==> config.mk <==
export PLATFORM = sky130hd
export DESIGN_NAME = ifmap_row_packer_flat
export DESIGN_NICKNAME = d
export VERILOG_FILES = /design/src/rtl/ifmap_row_packer_if.sv /design/src/rtl/ifmap_row_packer.sv /design/src/flat_wrapper.sv
export SDC_FILE = /design/constraint.sdc
export NUM_CORES = 1
export LEC_CHECK = 0
export CAP_MARGIN = 10
export CORE_ASPECT_RATIO = 1.2
export CORE_MARGIN = 2
export CORE_UTILIZATION = 54
export CTS_BUF_LIST = sky130_fd_sc_hd__clkbuf_8
export CTS_CLUSTER_DIAMETER = 60
export CTS_CLUSTER_SIZE = 40
export DETAILED_ROUTE_END_ITERATION = 10
export PLACE_DENSITY_LB_ADDON = 0.15
export SYNTH_ARGS = -nofsm -noshare
export SYNTH_HDL_FRONTEND = slang
export SYNTH_SLANG_ARGS = --single-unit
==> constraint.sdc <==
create_clock -name clk -period 2.15 [get_ports clk]
set_clock_uncertainty 0.15 [all_clocks]
set_input_delay 0.645 -clock clk [delete_from_list [all_inputs] [get_ports clk]]
set_output_delay 0.645 -clock clk [all_outputs]
set_load 0.01 [all_outputs]
==> src/rtl/ifmap_row_packer_if.sv <==
// Pixel-stream and IFmap-buffer write bundle for ifmap_row_packer.
// master: the side that sources pixels and owns the buffer (drives s_valid,
//         s_data, buf_full). slave: the packer itself.
interface ifmap_row_packer_if #(
    parameter int DATA_WIDTH = 6,
    parameter int BUF_WIDTH  = 8
);
    logic                  s_valid;
    logic [DATA_WIDTH-1:0] s_data;
    logic                  s_ready;
    logic                  buf_full;
    logic                  buf_wen;
    logic [BUF_WIDTH-1:0]  buf_din;

    modport master (
        output s_valid,
        output s_data,
        input  s_ready,
        output buf_full,
        input  buf_wen,
        input  buf_din
    );

    modport slave (
        input  s_valid,
        input  s_data,
        output s_ready,
        input  buf_full,
        output buf_wen,
        output buf_din
    );
endinterface

==> src/rtl/ifmap_row_packer.sv <==
// ifmap_row_packer: tags each incoming IFmap pixel with row-start (MSB) and
// row-end (MSB-1) flags and writes it into the IFmap buffer through a
// one-entry output register. Row length and row count are latched on start.
// Optional: define IFMAP_PACKER_STALL_CNT_EN to add a saturating 16-bit
// stall_cycles output counting cycles the output word waits on buf_full.
module ifmap_row_packer #(
    parameter int DATA_WIDTH = 6,
    parameter int BUF_WIDTH  = 8,
    parameter int LEN_WIDTH  = 5
) (
    input  logic                 clk,
    input  logic                 rst,
    input  logic                 start,
    input  logic [LEN_WIDTH-1:0] row_len,
    input  logic [LEN_WIDTH-1:0] num_rows,
    ifmap_row_packer_if.slave    bus,
    output logic                 busy,
    output logic                 frame_done,
`ifdef IFMAP_PACKER_STALL_CNT_EN
    output logic [15:0]          stall_cycles,
`endif
    output logic                 cfg_error
);

    typedef enum logic [1:0] {
        IDLE,
        RUN,
        DRAIN
    } state_t;

    state_t state, state_nxt;

    logic [LEN_WIDTH-1:0] row_len_q;
    logic [LEN_WIDTH-1:0] num_rows_q;
    logic [LEN_WIDTH-1:0] pix_cnt;
    logic [LEN_WIDTH-1:0] row_cnt;
    logic                 out_valid;
    logic [BUF_WIDTH-1:0] out_word;

    logic start_ok;
    logic start_bad;
    logic row_last;
    logic frame_last;
    logic accept;
    logic wen;
    logic ready;
    logic busy_c;
    logic done_nxt;

    assign start_ok   = start && (row_len != '0) && (num_rows != '0);
    assign start_bad  = start && !start_ok;
    assign row_last   = (pix_cnt == row_len_q - LEN_WIDTH'(1));
    assign frame_last = row_last && (row_cnt == num_rows_q - LEN_WIDTH'(1));

    // FSM state register
    always_ff @(posedge clk or posedge rst) begin
        if (rst) state <= IDLE;
        else     state <= state_nxt;
    end

    // FSM next-state and handshake decode
    always_comb begin
        state_nxt = state;
        ready     = 1'b0;
        busy_c    = 1'b0;
        accept    = 1'b0;
        done_nxt  = 1'b0;
        wen       = out_valid && !bus.buf_full;
        case (state)
            IDLE: begin
                if (start_ok) state_nxt = RUN;
            end
            RUN: begin
                busy_c = 1'b1;
                ready  = !out_valid || !bus.buf_full;
                accept = bus.s_valid && ready;
                if (accept && frame_last) state_nxt = DRAIN;
            end
            DRAIN: begin
                busy_c = 1'b1;
                if (wen) begin
                    state_nxt = IDLE;
                    done_nxt  = 1'b1;
                end
            end
            default: state_nxt = IDLE;
        endcase
    end

    // Config latch, row/pixel counters, output register and status flags
    always_ff @(posedge clk or posedge rst) begin
        if (rst) begin
            row_len_q  <= '0;
            num_rows_q <= '0;
            pix_cnt    <= '0;
            row_cnt    <= '0;
            out_valid  <= 1'b0;
            out_word   <= '0;
            frame_done <= 1'b0;
            cfg_error  <= 1'b0;
        end else begin
            frame_done <= done_nxt;
            if (state == IDLE) begin
                if (start_ok) begin
                    row_len_q  <= row_len;
                    num_rows_q <= num_rows;
                    pix_cnt    <= '0;
                    row_cnt    <= '0;
                    cfg_error  <= 1'b0;
                end else if (start_bad) begin
                    cfg_error  <= 1'b1;
                end
            end
            // A write and an accept in the same cycle simply reload the
            // register, so out_valid stays set.
            if (accept) begin
                out_word  <= {(pix_cnt == '0), row_last, bus.s_data};
                out_valid <= 1'b1;
                if (row_last) begin
                    pix_cnt <= '0;
                    row_cnt <= row_cnt + LEN_WIDTH'(1);
                end else begin
                    pix_cnt <= pix_cnt + LEN_WIDTH'(1);
                end
            end else if (wen) begin
                out_valid <= 1'b0;
            end
        end
    end

`ifdef IFMAP_PACKER_STALL_CNT_EN
    // Saturating count of cycles the pending word is blocked by buf_full
    always_ff @(posedge clk or posedge rst) begin
        if (rst) begin
            stall_cycles <= '0;
        end else if (state == IDLE) begin
            if (start_ok) stall_cycles <= '0;
        end else if (out_valid && bus.buf_full && (stall_cycles != '1)) begin
            stall_cycles <= stall_cycles + 16'd1;
        end
    end
`endif

    assign bus.s_ready = ready;
    assign bus.buf_wen = wen;
    assign bus.buf_din = out_word;
    assign busy        = busy_c;

endmodule

==> src/flat_wrapper.sv <==
// flat-port wrapper written by rule: the top's interface ports become plain ports
module ifmap_row_packer_flat 
#(
    parameter int DATA_WIDTH = 6,
    parameter int BUF_WIDTH  = 8,
    parameter int LEN_WIDTH  = 5
)
  (clk, rst, start, row_len, num_rows, busy, frame_done, cfg_error, bus_s_valid, bus_s_data, bus_s_ready, bus_buf_full, bus_buf_wen, bus_buf_din);
  ifmap_row_packer_if #(.DATA_WIDTH(DATA_WIDTH), .BUF_WIDTH(BUF_WIDTH)) bus_i ();
  input  logic clk;
  input  logic rst;
  input  logic start;
  input  logic [LEN_WIDTH-1:0] row_len;
  input  logic [LEN_WIDTH-1:0] num_rows;
  output logic busy;
  output logic frame_done;
  output logic cfg_error;
  input wire logic [$bits(bus_i.s_valid)-1:0] bus_s_valid;
  input wire logic [$bits(bus_i.s_data)-1:0] bus_s_data;
  output wire logic [$bits(bus_i.s_ready)-1:0] bus_s_ready;
  input wire logic [$bits(bus_i.buf_full)-1:0] bus_buf_full;
  output wire logic [$bits(bus_i.buf_wen)-1:0] bus_buf_wen;
  output wire logic [$bits(bus_i.buf_din)-1:0] bus_buf_din;
  assign bus_i.s_valid = bus_s_valid;
  assign bus_i.s_data = bus_s_data;
  assign bus_s_ready = bus_i.s_ready;
  assign bus_i.buf_full = bus_buf_full;
  assign bus_buf_wen = bus_i.buf_wen;
  assign bus_buf_din = bus_i.buf_din;
  ifmap_row_packer #(.DATA_WIDTH(DATA_WIDTH), .BUF_WIDTH(BUF_WIDTH), .LEN_WIDTH(LEN_WIDTH)) u_core (.clk(clk), .rst(rst), .start(start), .row_len(row_len), .num_rows(num_rows), .bus(bus_i), .busy(busy), .frame_done(frame_done), .cfg_error(cfg_error));
endmodule
==> reports/results.tsv, run 1 <==
metric	value	unit
status	completed	
finalWirelength	4.64	mm
grt_use_met1	0.286	
start_util	0.555	
fin_crit_sh	0.981	
worstPathRequired	2.17	ns
nets	285	
use_met3	0.0517	
p_int	2010	µW
final_antenna_net_count	0	
fillers	226	
cp-startpoint	row_len[1]	
syn_avg_cell_area	9.48	µm²
combPwrFrac	0.527	
ys_warn_count	0	
cts.clk_slew.worst_paths	0.06	ns
hold_class	flop to flop	
dr.pass1.iters	4	
power.ir.vdd_worst	0.902	mV
synthCells	192	
ys_ff_latch	33	
grt_max_degree	34	
switching_power	1290	µW
hold_violations	0	
syn-cell-area	0.00182	mm²
seq_area	826	µm²
syn-num-nets	221	
drcViolationCount	0	
diodes	0	
worst_pin_slew	0.418	ns
critPathArrivalTime	2.13	ns
cts_tree	done	
top_usage_layer	met2	
multiInputGateArea	991	µm²
final_cell_area	0.00259	mm²
wl_per_cell	15.8	µm
htreeDepth	2	
die-area	0.00385	mm²
antenna_found_initial	0	
hold_start	u_core.bus.buf_din[4]	
hpwl	3.05	mm
io_buffers	33	
p_seq_frac	0.332	
slew_violations	0	
grtUsageMet2	0.474	
grt_pass1_wl	7.36	mm
cts_buffers	5	
drive_above_1_share	0.254	
gr-usage-all-layers	0.255	
grt_overflow	0	
synth_edf_count	0	
synth-main-ff-cell	dfrtp_1	
setup_viol	0	
end_kind	flop	
ys_types	48	
p_sw_frac	0.390	
gp_congestion	0.785	
die_w	57.0	µm
die_h	67.6	µm
fin_crit	2.11	ns
crit_type	primary input to flop	
core	0.00328	mm²
root_buffer	clkbuf_8	
ctsLongestPathBuffers	2	
p_total	3300	µW
num_vias	1614	
seq_area_frac_synth	0.454	
dp_cells	278	
ys_async_sr_fraction	1.00	
vias_per_cell	5.51	
power.density	1280	mW/mm²
area_growth	42.2	%
clk_latency	0.28	ns
rr_startpoint	u_core.num_rows_q[0]	
row_count	23	
io_pins	34	
timing.slew.headroom	0.721	
drv_cap	0	
final_cells	293	
grt_pass1_vias	1627	
power.clock.fraction	0.141	
place_area	0.00233	mm²
fmaxAchievable	0.474	GHz
critPathLaunchType	primary input	
crit_fanout	4	
drt_iter0_drc	75	
p_leak	0.00127	µW
cts_sinks	33	
==> stage by stage <==
stage / hold WS, ns / setup WS, ns / TNS [ns] / util
global placement: 0.306 / -0.636 / -11.98 / 0.710
detailed placement: 0.312 / -0.686 / -13.05 / 0.710
CTS: 0.327 / 0.0126 / 0 / 0.769
floorplan: 0.314 / 0.140 / 0 / -
global route: 0.362 / -0.0156 / -0.0193 / 0.788
finish: 0.318 / 0.0410 / 0 / 0.788
==> cells in the mapped netlist (3+ instances only) <==
cell / instances / share of area
dfrtp_1: 33 / 0.45
a21oi_1: 4 / 0.011
o21ai_1: 6 / 0.017
ha_1: 8 / 0.055
nor2_1: 3 / 0.0062
nand2_1: 49 / 0.10
nand3_1: 10 / 0.028
xnor2_1: 11 / 0.053
inv_1: 14 / 0.029
nor3_1: 4 / 0.011
xor2_1: 5 / 0.024
==> state kept, by name (all words and copies together) (netlist names) <==
name / count
u_core.bus.buf_din: 8
u_core.cfg_error: 1
u_core.frame_done: 1
u_core.num_rows_q: 5
u_core.out_valid: 1
u_core.pix_cnt: 5
u_core.row_cnt: 5
u_core.row_len_q: 5
u_core.state: 2
==> cell usage in the layout, fill, tap and decap left out, types with 4 or more instances in the layout <==
master | netlist | final
inv_1 | 14 | 14
o21ai_1 | 6 | 5
xor2_1 | 5 | 5
dfrtp_1 | 33 | 33
clkbuf_8 | 0 | 6
nand2_1 | 49 | 48
clkdlybuf4s50_1 | 0 | 22
xnor2_1 | 11 | 11
nand3_1 | 10 | 10
ha_1 | 8 | 7
buf_4 | 1 | 23
buf_6 | 2 | 4
==> metal layers <==
metal / vias to the layer above / routed length, µm
li1: 782 / -
met1: 775 / 1860
met2: 47 / 2480
met3: 10 / 186
met4: 0 / 117
met5: - / 0
==> final timing paths <==
check | endpoint | slack, ns | cells after the start
worst max-delay path | u_core.row_len_q[0] | 0.04 | 9
worst min-delay path | u_core.bus.buf_din[4] | 0.32 | 2
worst max register to register | u_core.state[1] | 0.12 | 8
worst min register to register | u_core.bus.buf_din[4] | 0.32 | 2
max in group asynchronous | u_core.pix_cnt[4] | 0.94 | 3
min in group asynchronous | u_core.bus.buf_din[0] | 0.60 | 3
==> power by group through the flow <==
stage / clock [µW] / sequential [µW] / combinational (µW)
final: 467 / 1100 / 1740
after floorplan: 0 / 1070 / 986
after global routing: 505 / 1130 / 1910
after detailed placement: 0 / 1090 / 1570
after CTS: 475 / 1090 / 1620
after global placement: 0 / 1080 / 1490
==> cell families (layout without fill, tap and decap cells) <==
family                   Yosys count  in the layout  share of synthesized area
AO/OA/AOI/OAI                     31             31                      0.134
XOR/XNOR                          16             16                     0.0770
adder cells (fa/ha/maj)            8              8                     0.0550
buffers and inverters             20             84                     0.0530
flip-flops                        33             33                      0.454
multiplexers                       3              3                     0.0172
AND/OR/NAND/NOR                   81             81                      0.210
==> cell type report <==
cell class | instances | share of cell area
clock buffers | 6 | 0.0319
clock inverters | 1 | 0.00145
inverters | 14 | 0.0203
multi-input cells | 139 | 0.383
flip-flops and latches | 33 | 0.319
well taps | 37 | 0.0179
repair buffers | 63 | 0.226
==> critical path, stage by stage <==
cell and delay [ns]:
dlygate4sd2_1 0.28, or4_4 0.46, o21ai_4 0.16, buf_6 0.12
a211oi_4 0.04, buf_6 0.14, buf_4 0.13, nand2_2 0.08
o21ai_2 0.07
==> what timing repair did <==
item,in CTS,in global routing
pin swaps,4,9
hold buffers,0,0
gates cloned,1,1
endpoints found under the setup margin,26,13
gates resized for setup,26,18
hold endpoints to repair,0,0
setup buffers,5,2
(Power assumes the default switching activity.)
==> run 2, diff against run 1 <==
Settings changed: ABC_AREA set to 1.
==> run 2 against run 1 <==
  * Synthesized area is 2.9% higher
  * Design area down 7.2%
  * Clock-buffer cell count unchanged
  * Non-clock buffer count fell by 18
  * Final cell count increased by 13%
  * Sequential power decreased by 7%
  * Die area increased by 2.7%
  * Combinational power shrank 14%
  * Setup slack improved by 0.011 ns
  * Largest cell class unchanged
==> reports/results.tsv, run 2 <==
metric	value	unit	change
status	completed		
cts_buffers	5		unchanged
grt_pass1_vias	1651		+1.5%
hold_violations	0		unchanged
die_h	68.5	µm	+1.4%
gr-usage-all-layers	0.239		-0.0160
row_count	23		unchanged
ctsLongestPathBuffers	2		unchanged
synth_top_area_frac	0.441		-0.0127
crit_type	primary input to output pin		
setup_viol	0		unchanged
place_area	0.00231	mm²	-1.0%
nets	323		+13%
num_vias	1668		+3.3%
cts.clk_slew.worst_paths	0.06	ns	about the same
hold_class	flop to flop		
grt_pass1_wl	7.02	mm	-4.6%
wl_per_cell	12.6	µm	-20%
grt_max_degree	34		unchanged
dp_cells	322		+16%
drt_iter0_drc	69		-8.0%
drive_above_1_share	0.109		-0.145
syn-num-nets	275		+24%
p_leak	0.00128	µW	+0.85%
crit_buf_inv	2		-2
place_ws	-0.497	ns	+0.189 ns
io_buffers	33		unchanged
critical-path-top-delay-family	buffers and inverters		
die-area	0.00396	mm²	+2.7%
die_w	57.7	µm	+1.3%
root_buffer	clkbuf_8		
area_growth	28.2	%	
drcViolationCount	0		unchanged
fillers	288		+27%
largest_reg_flops	8		unchanged
yosysMostFrequentCell	nand2_1		
grt_overflow	0		unchanged
antenna_found_initial	0		unchanged
finalWorstSetupSlack	0.0523	ns	+0.0113 ns
gp_congestion	0.830		+5.8%
worstPathRequired	1.35	ns	-0.82 ns
start_util	0.561		+0.00618
final_cell_area	0.00240	mm²	-7.2%
final_common_cell	nand2_1		
final_antenna_net_count	0		unchanged
synthCells	246		+28%
ys_warn_count	0		unchanged
synth.area.top_cells	dfrtp_1 (44%), nand2_1 (16%), inv_1 (7.8%)		
drv_cap	0		unchanged
utilization	0.719		-0.0694
crit_chain	dlygate4sd2_1, nor2_1, clkdlybuf4s15_1		
ctsHoldBuffers	0		unchanged
hpwl	2.99	mm	-1.8%
ys_ff_latch	33		unchanged
switching_power	1230	µW	-4.4%
p_int	1770	µW	-12%
ys_async_sr_fraction	1.00		unchanged
crit_slowest_cell	dlygate4sd2_1		
end_kind	output pin		
io_pins	34		unchanged
crit_fanout	3		-1
fin_crit	2.10	ns	-0.0113 ns
p_total	2990	µW	-9.3%
yosys.area.top_type	dfrtp_1		
power.ir.vdd_worst	1.02	mV	+13%
layout_common_cells	nand2_1 (82), inv_1 (39), dfrtp_1 (33), clkdlybuf4s50_1 (29), nand3_1 (17)		
dr.pass1.iters	4		unchanged
syn_avg_cell_area	7.61	µm²	-20%
htreeDepth	2		unchanged
ys_types	24		-50%
p_sw_frac	0.410		+0.0208
combPwrFrac	0.502		-0.025
syn-cell-area	0.00187	mm²	+2.9%
fmaxAchievable	0.477	GHz	+0.54%
p_seq_frac	0.340		+0.008
clk_latency	0.29	ns	about the same
synth_common_cells	nand2_1 (82), inv_1 (39), dfrtp_1 (33)		
cts_tree	done		
core	0.00334	mm²	+1.8%
power.density	1250	mW/mm²	-2.2%
cts_sinks	33		unchanged
seq_area_frac_synth	0.441		-0.0127
fin_crit_sh	0.976		-0.00524
critPathArrivalTime	1.30	ns	-0.83 ns
slew_violations	0		unchanged
critPathLaunchType	primary input		
synth-main-ff-cell	dfrtp_1		
finalWirelength	4.17	mm	-10%
power.clock.fraction	0.158		+0.017
synth_edf_count	0		unchanged
vias_per_cell	5.04		-8.5%
worst_pin_slew	0.414	ns	-0.00385 ns
slowest_delay	0.26	ns	-0.20 ns
diodes	0		unchanged
timing.slew.headroom	0.724		+0.00257
final_cells	331		+13%
[run 2: what timing repair did]
| item | in CTS | in global routing |
|---|---|---|
| gates resized for setup | 6 | 3 |
| endpoints found under the setup margin | 3 | 15 |
| setup buffers | 0 | 2 |
[run 2: cells by family (layout without fill, tap and decap cells)]
group,count (synthesis),after routing,synth area share
AO/OA/AOI/OAI,22,22,0.0662
AND/OR/NAND/NOR,125,125,0.285
XOR/XNOR,12,12,0.0561
flip-flops,33,33,0.441
buffers and inverters,45,93,0.0916
multiplexers,1,1,0.00602
adder cells (fa/ha/maj),8,8,0.0535
[run 2: final timing paths]
check | startpoint | to | slack (ns) | depth (start not counted)
min in group asynchronous | rst | u_core.pix_cnt[4] | 0.59 | 3
worst max register to register | u_core.row_len_q[0] | u_core.row_cnt[4] | 0.22 | 11
max in group asynchronous | rst | u_core.row_cnt[0] | 0.96 | 3
worst min register to register | u_core.bus.buf_din[3] | u_core.bus.buf_din[3] | 0.33 | 2
worst min-delay path | u_core.bus.buf_din[3] | u_core.bus.buf_din[3] | 0.33 | 2
worst max-delay path | bus_buf_full | bus_buf_wen | 0.05 | 3
[run 2: power groups by stage]
stage,registers (µW),logic [µW],clock network (µW)
3_5_place_dp,1020,1490,0
5_1_grt,1040,1730,510
6_report,1020,1500,472
2_1_floorplan,1020,978,0
4_1_cts,1020,1500,479
3_3_place_gp,1020,1450,0
[run 2: metrics by stage]
step	hold slack [ns]	setup TNS, ns
6_report	0.333	0
5_1_grt	0.364	-0.0288
4_1_cts	0.340	0
3_5_place_dp	0.317	-4.73
3_3_place_gp	0.312	-4.42
2_1_floorplan	0.316	0
[run 2: tightest hold or removal path, stage by stage (launching register included)]
cell,delay (ns)
dfrtp_1,0.34
nand2_1,0.05
nand2_1,0.05
[run 2: layer usage]
metal  GRT usage  vias up  share of wire
met4       0.122        0          0.024
met3      0.0597       10          0.063
met5           0        -              0
met1       0.274      760           0.42
li1            -      851              -
met2       0.415       47           0.49
[run 2: cell type report]
cell class / instances / area (µm²) / share of cell area
multi-input cells: 168 / 875 / 0.364
flip-flops and latches: 33 / 826 / 0.344
repair buffers: 45 / 413 / 0.172
inverters: 41 / 154 / 0.0641
clock buffers: 6 / 82.6 / 0.0344
well taps: 37 / 46.3 / 0.0193
clock inverters: 1 / 3.75 / 0.00156
